===== config.mk =====
export PLATFORM = sky130hd
export DESIGN_NAME = button_conditioner_flat
export DESIGN_NICKNAME = d
export VERILOG_FILES = /design/src/rtl/button_conditioner_if.sv /design/src/rtl/button_conditioner.sv /design/src/flat_wrapper.sv
export SDC_FILE = /design/constraint.sdc
export NUM_CORES = 1
export LEC_CHECK = 0
export ABC_AREA = 1
export CAP_MARGIN = 20
export CORE_ASPECT_RATIO = 0.5
export CORE_UTILIZATION = 55
export CTS_BUF_LIST = sky130_fd_sc_hd__clkbuf_8
export DETAILED_ROUTE_END_ITERATION = 8
export PLACE_DENSITY_LB_ADDON = 0.2
export SLEW_MARGIN = 20
export SYNTH_ARGS = -nofsm -noshare
export SYNTH_HDL_FRONTEND = slang
export SYNTH_SLANG_ARGS = --single-unit

===== constraint.sdc =====
create_clock -name clk -period 2.7 [get_ports clk]
set_input_delay 0.81 -clock clk [delete_from_list [all_inputs] [get_ports clk]]
set_output_delay 0.81 -clock clk [all_outputs]
set_load 0.01 [all_outputs]

===== src/rtl/button_conditioner_if.sv =====
// Raw push-button / slide-switch inputs and their conditioned outputs.
// master drives the raw inputs; slave is the conditioner itself.
interface button_conditioner_if;
  logic       button_raw;
  logic       sel_raw;
  logic       button;
  logic       press;
  logic       long_press;
  logic       sel;
  logic [7:0] press_count;

  modport master (
    output button_raw,
    output sel_raw,
    input  button,
    input  press,
    input  long_press,
    input  sel,
    input  press_count
  );

  modport slave (
    input  button_raw,
    input  sel_raw,
    output button,
    output press,
    output long_press,
    output sel,
    output press_count
  );
endinterface


===== src/rtl/button_conditioner.sv =====
// Synchronizes and debounces a push-button and a select switch.
// Also derives press / long-press pulses and a saturating press counter.
module button_conditioner #(
  parameter int unsigned DB_CYCLES   = 4,
  parameter int unsigned LONG_CYCLES = 16
) (
  input logic                 clk,
  input logic                 rst,
  button_conditioner_if.slave bus
);

  localparam int unsigned DB_W   = 8;
  localparam int unsigned HOLD_W = 16;
  localparam int unsigned CNT_W  = 8;

  localparam logic [DB_W-1:0]   DB_LAST   = DB_W'(DB_CYCLES - 1);
  localparam logic [HOLD_W-1:0] HOLD_LAST = HOLD_W'(LONG_CYCLES - 1);
  localparam logic [CNT_W-1:0]  CNT_MAX   = '1;

  typedef enum logic [1:0] {
    IDLE = 2'd0,
    HELD = 2'd1,
    LONG = 2'd2
  } state_e;

  logic              btn_s1_q, btn_s2_q;
  logic              sel_s1_q, sel_s2_q;
  logic              btn_level_q, btn_level_d;
  logic              sel_level_q, sel_level_d;
  logic [DB_W-1:0]   btn_db_q, btn_db_d;
  logic [DB_W-1:0]   sel_db_q, sel_db_d;
  state_e            state_q, state_d;
  logic [HOLD_W-1:0] hold_q, hold_d;
  logic              press_q, press_d;
  logic              long_q, long_d;
  logic [CNT_W-1:0]  count_q, count_d;

  // Button debouncer: level follows the sample only after DB_CYCLES straight mismatches
  always_comb begin
    btn_level_d = btn_level_q;
    btn_db_d    = '0;
    if (btn_s2_q != btn_level_q) begin
      if (btn_db_q == DB_LAST) begin
        btn_level_d = btn_s2_q;
      end else begin
        btn_db_d = btn_db_q + DB_W'(1);
      end
    end
  end

  // Select debouncer, identical to the button one
  always_comb begin
    sel_level_d = sel_level_q;
    sel_db_d    = '0;
    if (sel_s2_q != sel_level_q) begin
      if (sel_db_q == DB_LAST) begin
        sel_level_d = sel_s2_q;
      end else begin
        sel_db_d = sel_db_q + DB_W'(1);
      end
    end
  end

  // Press FSM tracks the next debounced level so pulses line up with the button edge
  always_comb begin
    state_d = state_q;
    hold_d  = hold_q;
    press_d = 1'b0;
    long_d  = 1'b0;
    count_d = count_q;
    unique case (state_q)
      IDLE: begin
        if (btn_level_d) begin
          state_d = HELD;
          hold_d  = '0;
          press_d = 1'b1;
        end
      end
      HELD: begin
        if (!btn_level_d) begin
          state_d = IDLE;
        end else if (hold_q == HOLD_LAST) begin
          state_d = LONG;
          long_d  = 1'b1;
        end else begin
          hold_d = hold_q + HOLD_W'(1);
        end
      end
      LONG: begin
        if (!btn_level_d) begin
          state_d = IDLE;
        end
      end
      default: state_d = IDLE;
    endcase
    if (press_d && (count_q != CNT_MAX)) begin
      count_d = count_q + CNT_W'(1);
    end
  end

  always_ff @(posedge clk) begin
    if (rst) begin
      btn_s1_q    <= 1'b0;
      btn_s2_q    <= 1'b0;
      sel_s1_q    <= 1'b0;
      sel_s2_q    <= 1'b0;
      btn_level_q <= 1'b0;
      sel_level_q <= 1'b0;
      btn_db_q    <= '0;
      sel_db_q    <= '0;
      state_q     <= IDLE;
      hold_q      <= '0;
      press_q     <= 1'b0;
      long_q      <= 1'b0;
      count_q     <= '0;
    end else begin
      btn_s1_q    <= bus.button_raw;
      btn_s2_q    <= btn_s1_q;
      sel_s1_q    <= bus.sel_raw;
      sel_s2_q    <= sel_s1_q;
      btn_level_q <= btn_level_d;
      sel_level_q <= sel_level_d;
      btn_db_q    <= btn_db_d;
      sel_db_q    <= sel_db_d;
      state_q     <= state_d;
      hold_q      <= hold_d;
      press_q     <= press_d;
      long_q      <= long_d;
      count_q     <= count_d;
    end
  end

  assign bus.button      = btn_level_q;
  assign bus.sel         = sel_level_q;
  assign bus.press       = press_q;
  assign bus.long_press  = long_q;
  assign bus.press_count = count_q;

endmodule


===== src/flat_wrapper.sv =====
// flat-port wrapper written by rule: the top's interface ports become plain ports
module button_conditioner_flat 
#(
  parameter int unsigned DB_CYCLES   = 4,
  parameter int unsigned LONG_CYCLES = 16
)
  (clk, rst, bus_button_raw, bus_sel_raw, bus_button, bus_press, bus_long_press, bus_sel, bus_press_count);
  button_conditioner_if bus_i ();
  input logic clk;
  input logic rst;
  input wire logic [$bits(bus_i.button_raw)-1:0] bus_button_raw;
  input wire logic [$bits(bus_i.sel_raw)-1:0] bus_sel_raw;
  output wire logic [$bits(bus_i.button)-1:0] bus_button;
  output wire logic [$bits(bus_i.press)-1:0] bus_press;
  output wire logic [$bits(bus_i.long_press)-1:0] bus_long_press;
  output wire logic [$bits(bus_i.sel)-1:0] bus_sel;
  output wire logic [$bits(bus_i.press_count)-1:0] bus_press_count;
  assign bus_i.button_raw = bus_button_raw;
  assign bus_i.sel_raw = bus_sel_raw;
  assign bus_button = bus_i.button;
  assign bus_press = bus_i.press;
  assign bus_long_press = bus_i.long_press;
  assign bus_sel = bus_i.sel;
  assign bus_press_count = bus_i.press_count;
  button_conditioner #(.DB_CYCLES(DB_CYCLES), .LONG_CYCLES(LONG_CYCLES)) u_core (.clk(clk), .rst(rst), .bus(bus_i));
endmodule

Yosys cells after proc, flatten, opt, wreduce, memory -nomap -nowiden
Index checks and enable logic that the tools add are counted.

Register bits after elaboration: 50. Input bits: 4. Output and inout bits: 12. Logic and storage cells: 57.

$add $sub $neg: 4. Eq/ne operators: 13. Multiplexer cells: 14. Bitwise operators: 4. Reductions and logical operators: 9.

Operators by type and width (count): 16-bit 2-to-1 mux (3); 16-bit case mux with 2 select lines (1); 8-bit by 1-bit adder with 8-bit output, second input constant (3); 16-bit by 1-bit adder with 16-bit output, second input constant (1); 16-bit by 4-bit equality test with 1-bit output, second input constant (1); 8-bit by 2-bit equality test with 1-bit output, second input constant (2); 3-bit OR reduction (3); 2-bit 2-to-1 mux (4); 8-bit inequality test, second input constant (1); 2-bit case mux with 3 select lines (1); 1-bit 2-to-1 mux (5); 2-bit by 1-bit inequality test with 1-bit output, second input constant (2); 2-bit inequality test, second input constant (2); 1-bit NOT (4); 4-bit AND reduction (1); 3-bit inequality test, second input constant (1); 3-bit AND reduction (1); 2-bit by 1-bit equality test with 1-bit output, second input constant (1); 2-bit equality test, second input constant (1); 2-bit logical NOT (1); 1-bit inequality test (2); 2-bit AND reduction (1); 2-bit nonzero test (1); 1-bit logical AND (1).

Longest topological paths before layout
Gate-level depths: netlist of the first run.

Word-level depth: 6. Mapped depth: 11. Mapped depth without buffers: 10.

Least setup slack after synthesis of the first run
OpenSTA, ideal clock, no wires.

Path type: input-to-reg. Start point: input port rst. End point: register u_core.sel_db_q[6]. Setup time: 0.115 ns. Data arrival time: 1.572 ns. Required time: 2.585 ns. Slack: 1.014 ns. Stages on the path: 5. Buffers on the path: 1. Cell sequence: buf_2 -> clkinv_1 -> o211ai_1 -> a21oi_1 -> o21a_1.

Word-level cells in the longest chain between the ends: 1.

RTL lines: start: declaration (line flat_wrapper.sv:10) `input logic rst;`; 3-bit OR reduction (no source line); end signal: assignment (line button_conditioner.sv:124) `sel_db_q <= sel_db_d;`; end: declaration (line button_conditioner.sv:31) `logic [DB_W-1:0] sel_db_q, sel_db_d;`.

No other way between the ends. A chain may end at the register's enable or synchronous reset.

Worst setup path after layout of the first run
Start point: register u_core.count_q[5] (netlist: u_core.bus.press_count[5]). End point: output port bus_press_count[5].

RTL lines: start: declaration (line button_conditioner.sv:36) `logic [CNT_W-1:0] count_q, count_d;`; start signal: assignment (line button_conditioner.sv:129) `count_q <= count_d;`; end: declaration (line flat_wrapper.sv:17) `output wire logic [$bits(bus_i.press_count)-1:0] bus_press_count;`.

No word-level cell between the ends.

==> metrics.yaml, run 1 <==
status:
  status: "completed"
global_route:
  grt_max_degree: 25
  overflow: 0
  grt_first_pass_wirelength_mm: 8.61
  grt_pass1_vias: 2042
  antenna_found_initial: 0
  track_usage_pct: 21.9
final_layout:
  area_growth_pct: 10.9
  layout-drive-gt1-share_pct: 9.16
  diodes: 0
  finalNetCount: 401
  final_cell_area_um2: 2880
floorplanning:
  dieArea_um2: 5030
  io_pins: 16
  core_um2: 4470
  initial_utilization_pct: 58.2
  die_h_um: 50.6
  row_count: 17
  die_w_um: 99.3
route:
  top_layer_used: "met4"
  via_per_inst: 5.10
  drt_iter0_drc: 58
  wl_met3_um: 185
  routed_wl_mm: 5.00
  m1WireLength_mm: 2.47
  first_pass_iters: 4
  dr_wl_met2_mm: 2.31
  routedWlPerCell_um: 11.1
  postRouteAntennaNets: 0
  route.detailed.drc: 0
  num_vias: 2293
clock_tree:
  cts_resized: 0
  hold_buffers: 0
  cts_sinks: 50
  cts-buffers-inserted: 5
  clock-root-buffer: "clkbuf_8"
  post_cts_buffers: 0
  h-tree-depth: 2
  path_clk_slew_ns: 0.09
  cts_tree: "built"
  clk_path_buf_depth: 2
  worstSkewPairLatency_ns: 0.31
pwr:
  power_density_nw_per_um2: 447
  p_comb_share_pct: 1.8
  leakage_nw: 1.03
  internal-power_mw: 1.02
  power_frac_seq_pct: 57.6
  finalPower_mw: 1.29
  p_sw_share_pct: 20.8
  clockPowerShare_pct: 40.7
  ir_drop_uv: 217
  p_switching_uw: 268
placement:
  post-dp-hpwl_mm: 3.58
  gp_congestion: 0.870
  io_buffers: 15
  post_dp_cell_area_um2: 2780
logic_synthesis:
  syn-instance-count: 377
  synth_edf_count: 0
  ys_seq_area_share_pct: 38.5
  yosys_warnings: 0
  synthArstFlopShare_pct: 0
  avgSynthCellArea_um2: 6.90
  synth_seq_cells: 50
  synth_cell_types: 34
  ys.flop_type: "dfxtp_1"
  syn-num-nets: 385
  synth_area_um2: 2600
worst_setup_path:
  cp-end-kind: "primary output"
  cp.required_ns: 1.89
  crit_path_max_incr_delay_ns: 0.57
  cp_max_fo: 6
  slowest_stage: "clkdlybuf4s50_1"
  critical-path-top-delay-family: "buffers and inverters"
  cp_num_buf_inv: 1
  start_kind: "flop"
  cp.arrival_ns: 1.32
  crit_chain: "clkdlybuf4s50_1"
  crit_type: "flop to primary output"
worst_hold_path:
  hold_path_class: "flop to flop"
timing:
  tns_ns: 0
  slew_headroom_pct: 58.8
  slew_violations: 0
  clock_skew_ns: 0.00557
  rsz0062_at_grt: "false"
  min_period_over_period_pct: 79.0
  worst-slew-pin-transition_ns: 0.615
  hold_violations: 0
  fmax_mhz: 469
  fin_crit_ns: 2.13
  hold_slack_ns: 0.411
  setup_viol: 0
flow_run:
  cap_violations: 0
final timing paths:
path,from,slack (ns),cells after the start,to
max reg2reg,u_core.btn_db_q[0],0.85,10,u_core.hold_q[15]
min reg2reg,u_core.btn_s1_q,0.41,2,u_core.btn_s2_q
min,u_core.btn_s1_q,0.41,2,u_core.btn_s2_q
max,u_core.bus.press_count[5],0.57,1,bus_press_count[5]
layout make-up:
type | count | area (um^2)
fillers | 407 | 1580
multi-input cells | 278 | 1390
flip-flops and latches | 50 | 1000
repair buffers | 16 | 158
inverters | 42 | 158
well taps | 57 | 71.3
clock buffers | 5 | 68.8
clock inverters | 2 | 38.8
per-layer routing:
metal / up-vias / global-route usage, %
li1: 1216 / -
met5: - / 0
met2: 26 / 38.4
met3: 6 / 7.24
met4: 0 / 4.90
met1: 1045 / 26.4
cell families after synthesis:
kind of cell,synth area share (%)
AO/OA/AOI/OAI,8.42
XOR/XNOR,4.38
adder cells (fa/ha/maj),1.92
buffers and inverters,8.13
flip-flops,38.5
AND/OR/NAND/NOR,38.7
Yosys cell counts (2+ instances only):
cell type  count  area [um^2]
a21oi_1       18         90.1
nand2_1      104          390
buf_6          2         22.5
inv_2          2         7.51
a21oi_2        7         61.3
or2_2          2         12.5
nor2_4         4         45.0
nand4_1       10         62.6
clkbuf_1       2         7.51
nor2_2         5         31.3
nor3b_1        2         15.0
nor3_1         6         30.0
nand3_1       19         95.1
nor2_1        64          240
nand2_2        4         25.0
o21ai_0        6         30.0
inv_1         39          146
dfxtp_1       50         1000
ha_1           4         50.1
xnor2_1        3         26.3
xor2_1        10         87.6
nand3_4        2         35.0
sequential cells by signal, summed over array words and instances, names as in the netlist:
register                flops
u_core.sel_db_q             8
u_core.bus.long_press       1
u_core.btn_s1_q             1
u_core.bus.button           1
u_core.bus.press            1
u_core.sel_s2_q             1
u_core.bus.press_count      8
u_core.sel_s1_q             1
u_core.btn_s2_q             1
u_core.btn_db_q             8
u_core.bus.sel              1
u_core.hold_q              16
u_core.state_q              2
power by group through the flow:
stage / logic, mW / registers [mW] / clock network (mW)
detailed placement: 0.0235 / 0.760 / 0
CTS: 0.0235 / 0.743 / 0.536
global placement: 0.0226 / 0.760 / 0
global route: 0.0263 / 0.743 / 0.573
finish: 0.0230 / 0.742 / 0.524
floorplan: 0.0148 / 0.759 / 0
cell usage in the layout (no fill, tap or decap), types with 6 or more instances in the layout:
cell / n
nor2_1: 64
nand2_1: 104
nand3_1: 19
clkdlybuf4s50_1: 15
a21oi_1: 18
o21ai_0: 6
nand4_1: 10
xor2_1: 10
inv_1: 39
nor3_1: 6
a21oi_2: 7
dfxtp_1: 50
through the flow:
stage	utilization, %	std cells	worst slack, ns
global placement	62.2	443	0.436
detailed placement	62.2	443	0.380
finish	64.6	450	0.566
global route	64.6	450	0.493
floorplan	-	377	1.01
CTS	64.6	450	0.559
No activity file was read; power rests on OpenSTA's default activity.
==> run 2, diff against run 1 <==
==> constraint.sdc (replaced) <==
create_clock -name clk -period 1.8 [get_ports clk]
set_input_delay 0.54 -clock clk [delete_from_list [all_inputs] [get_ports clk]]
set_output_delay 0.54 -clock clk [all_outputs]
set_load 0.01 [all_outputs]
==> run 2 against run 1 <==
Compared with the run above:
- sequential cell count unchanged
- cell count rose by 2.2%
- critical path type unchanged
- routed wire length up 8.0%
- die area did not move
- register-to-register slack lost 0.72 ns
- global-route usage grew 1.1 points
- combinational power is 79% higher
- critical path depth did not move
- count of clock-buffer cells in the layout increased by 1
- core utilization grew 2.9 points
- clock power rose by 64%
- first-iteration DRC count increased by 38%
==> metrics.yaml, run 2 (synthesized netlist as in run 1, its figures left out) <==
worst_setup_path:
  regToRegStartpoint: "u_core.btn_db_q[0]"
  slowest_stage: "clkdlybuf4s50_1"
  crit_type: "flop to primary output"
  cp.arrival_ns: 1.22
  worstRegToRegCells: 9
  cp_num_buf_inv: 1
  cp_max_fo: 4
  crit_path_max_incr_delay_ns: 0.53
  start_kind: "flop"
  cp-end-kind: "primary output"
  critPathLaunch: "u_core.bus.press_count[4]"
  crit_cells: 1
  crit_chain: "clkdlybuf4s50_1"
  cp.required_ns: 1.26
  critical-path-top-delay-family: "buffers and inverters"
floorplanning:
  die_h_um: 50.6
  initial_utilization_pct: 58.2
  io_pins: 16
  die_w_um: 99.3
  dieArea_um2: 5030
  core_um2: 4470
  row_count: 17
placement:
  io_buffers: 15
  post-dp-hpwl_mm: 3.75
  dp_worst_setup_slack_ns: 0.0987
  dp.cells: 451
  gp_congestion: 0.865
pwr:
  power_density_nw_per_um2: 668
  p_switching_uw: 426
  p_comb_share_pct: 2.0
  p_sw_share_pct: 21.2
  ir_drop_uv: 343
  finalPower_mw: 2.01
  leakage_nw: 1.18
  internal-power_mw: 1.59
  power_frac_seq_pct: 55.4
  clockPowerShare_pct: 42.6
status:
  status: "completed"
timing:
  fmax_mhz: 568
  layout_setup_ws_ns: 0.0396
  min_period_over_period_pct: 97.8
  clock_skew_ns: 0.0122
  setup_viol: 0
  slew_violations: 0
  hold_slack_ns: 0.413
  worst-slew-pin-transition_ns: 0.339
  fin_crit_ns: 1.76
  slew_headroom_pct: 77.4
  hold_violations: 0
final_layout:
  layout-drive-gt1-share_pct: 13.9
  utilization_pct: 67.4
  top_register: "u_core.hold_q"
  diodes: 0
  fin_cells: 460
  layout_commonest_cell: "nand2_1"
  layout_common_cells: "101 x nand2_1, 64 x nor2_1, 44 x dfxtp_1"
  largest_reg_flops: 16
  finalNetCount: 410
  area_growth_pct: 15.8
clock_tree:
  clock-root-buffer: "clkbuf_8"
  h-tree-depth: 2
  cts_tree: "built"
  clk_path_buf_depth: 2
  post_cts_buffers: 0
  path_clk_slew_ns: 0.10
  cts-buffers-inserted: 5
  cts_sinks: 50
  worstSkewPairLatency_ns: 0.31
  hold_buffers: 0
global_route:
  use_met3_pct: 5.43
  grt_pass1_vias: 2152
  antenna_found_initial: 0
  grt_first_pass_wirelength_mm: 9.09
  grt_max_degree: 25
  track_usage_pct: 23.0
  overflow: 0
  grtUsageMet1_pct: 28.7
  grt.busiest_layer: "met2"
  met2_usage_pct: 40.0
worst_hold_path:
  hold_path_class: "flop to flop"
  min_from: "u_core.btn_s1_q"
  min_path_cells: 2
route:
  routed_wl_mm: 5.40
  drt_iter0_drc: 80
  route.detailed.drc: 0
  routedWlPerCell_um: 11.7
  via_per_inst: 5.13
  postRouteAntennaNets: 0
  num_vias: 2358
  first_pass_iters: 4
flow_run:
  cap_violations: 0
-- run 2: path summary, 6_finish.rpt --
| check | to | slack, ns |
|---|---|---|
| worst max-delay path | bus_press_count[4] | 0.04 |
| worst min-delay path | u_core.btn_s2_q | 0.41 |
| worst max register to register | u_core.hold_q[15] | 0.13 |
| worst min register to register | u_core.btn_s2_q | 0.41 |
-- run 2: area by class of cell --
cell class / count / area (um^2)
Clock buffer: 6 / 82.6
Clock inverter: 2 / 38.8
Fill cell: 394 / 1460
Inverter: 42 / 158
Multi-Input combinational cell: 279 / 1420
Sequential cell: 50 / 1010
Tap cell: 57 / 71.3
Timing Repair Buffer: 24 / 235
-- run 2: per-stage QoR --
stage	setup TNS, ns	instance area [um^2]
floorplan	0	2600
CTS	0	2970
global route	-0.0330	3010
detailed placement	0	2850
global placement	0	2850
finish	0	3010
-- run 2: power by group through the flow --
stage / sequential (mW) / clock (mW) / combinational, mW
final: 1.11 / 0.857 / 0.0411
after global placement: 1.14 / 0 / 0.0401
after floorplan: 1.14 / 0 / 0.0221
after detailed placement: 1.14 / 0 / 0.0409
after CTS: 1.11 / 0.861 / 0.0410
after global routing: 1.12 / 0.910 / 0.0462
-- run 2: layer usage --
metal	vias up	routed length, um
met2	30	2580
met5	-	0
met1	1084	2620
li1	1240	-
met3	4	176
met4	0	27
-- run 2: tightest hold or removal path: cells and delay by family (launching register included) --
| family | cells | cell delay [ns] |
|---|---|---|
| buf+inv | 1 | 0.04 |
| simple gates | 1 | 0.03 |
| flops | 1 | 0.31 |
-- run 2: timing repair --
action / CTS / global route
pin swaps: 0 / 3
hold endpoints to repair: 0 / 0
gates cloned: 0 / 1
setup endpoints to repair: 8 / 28
gates resized for setup: 8 / 12
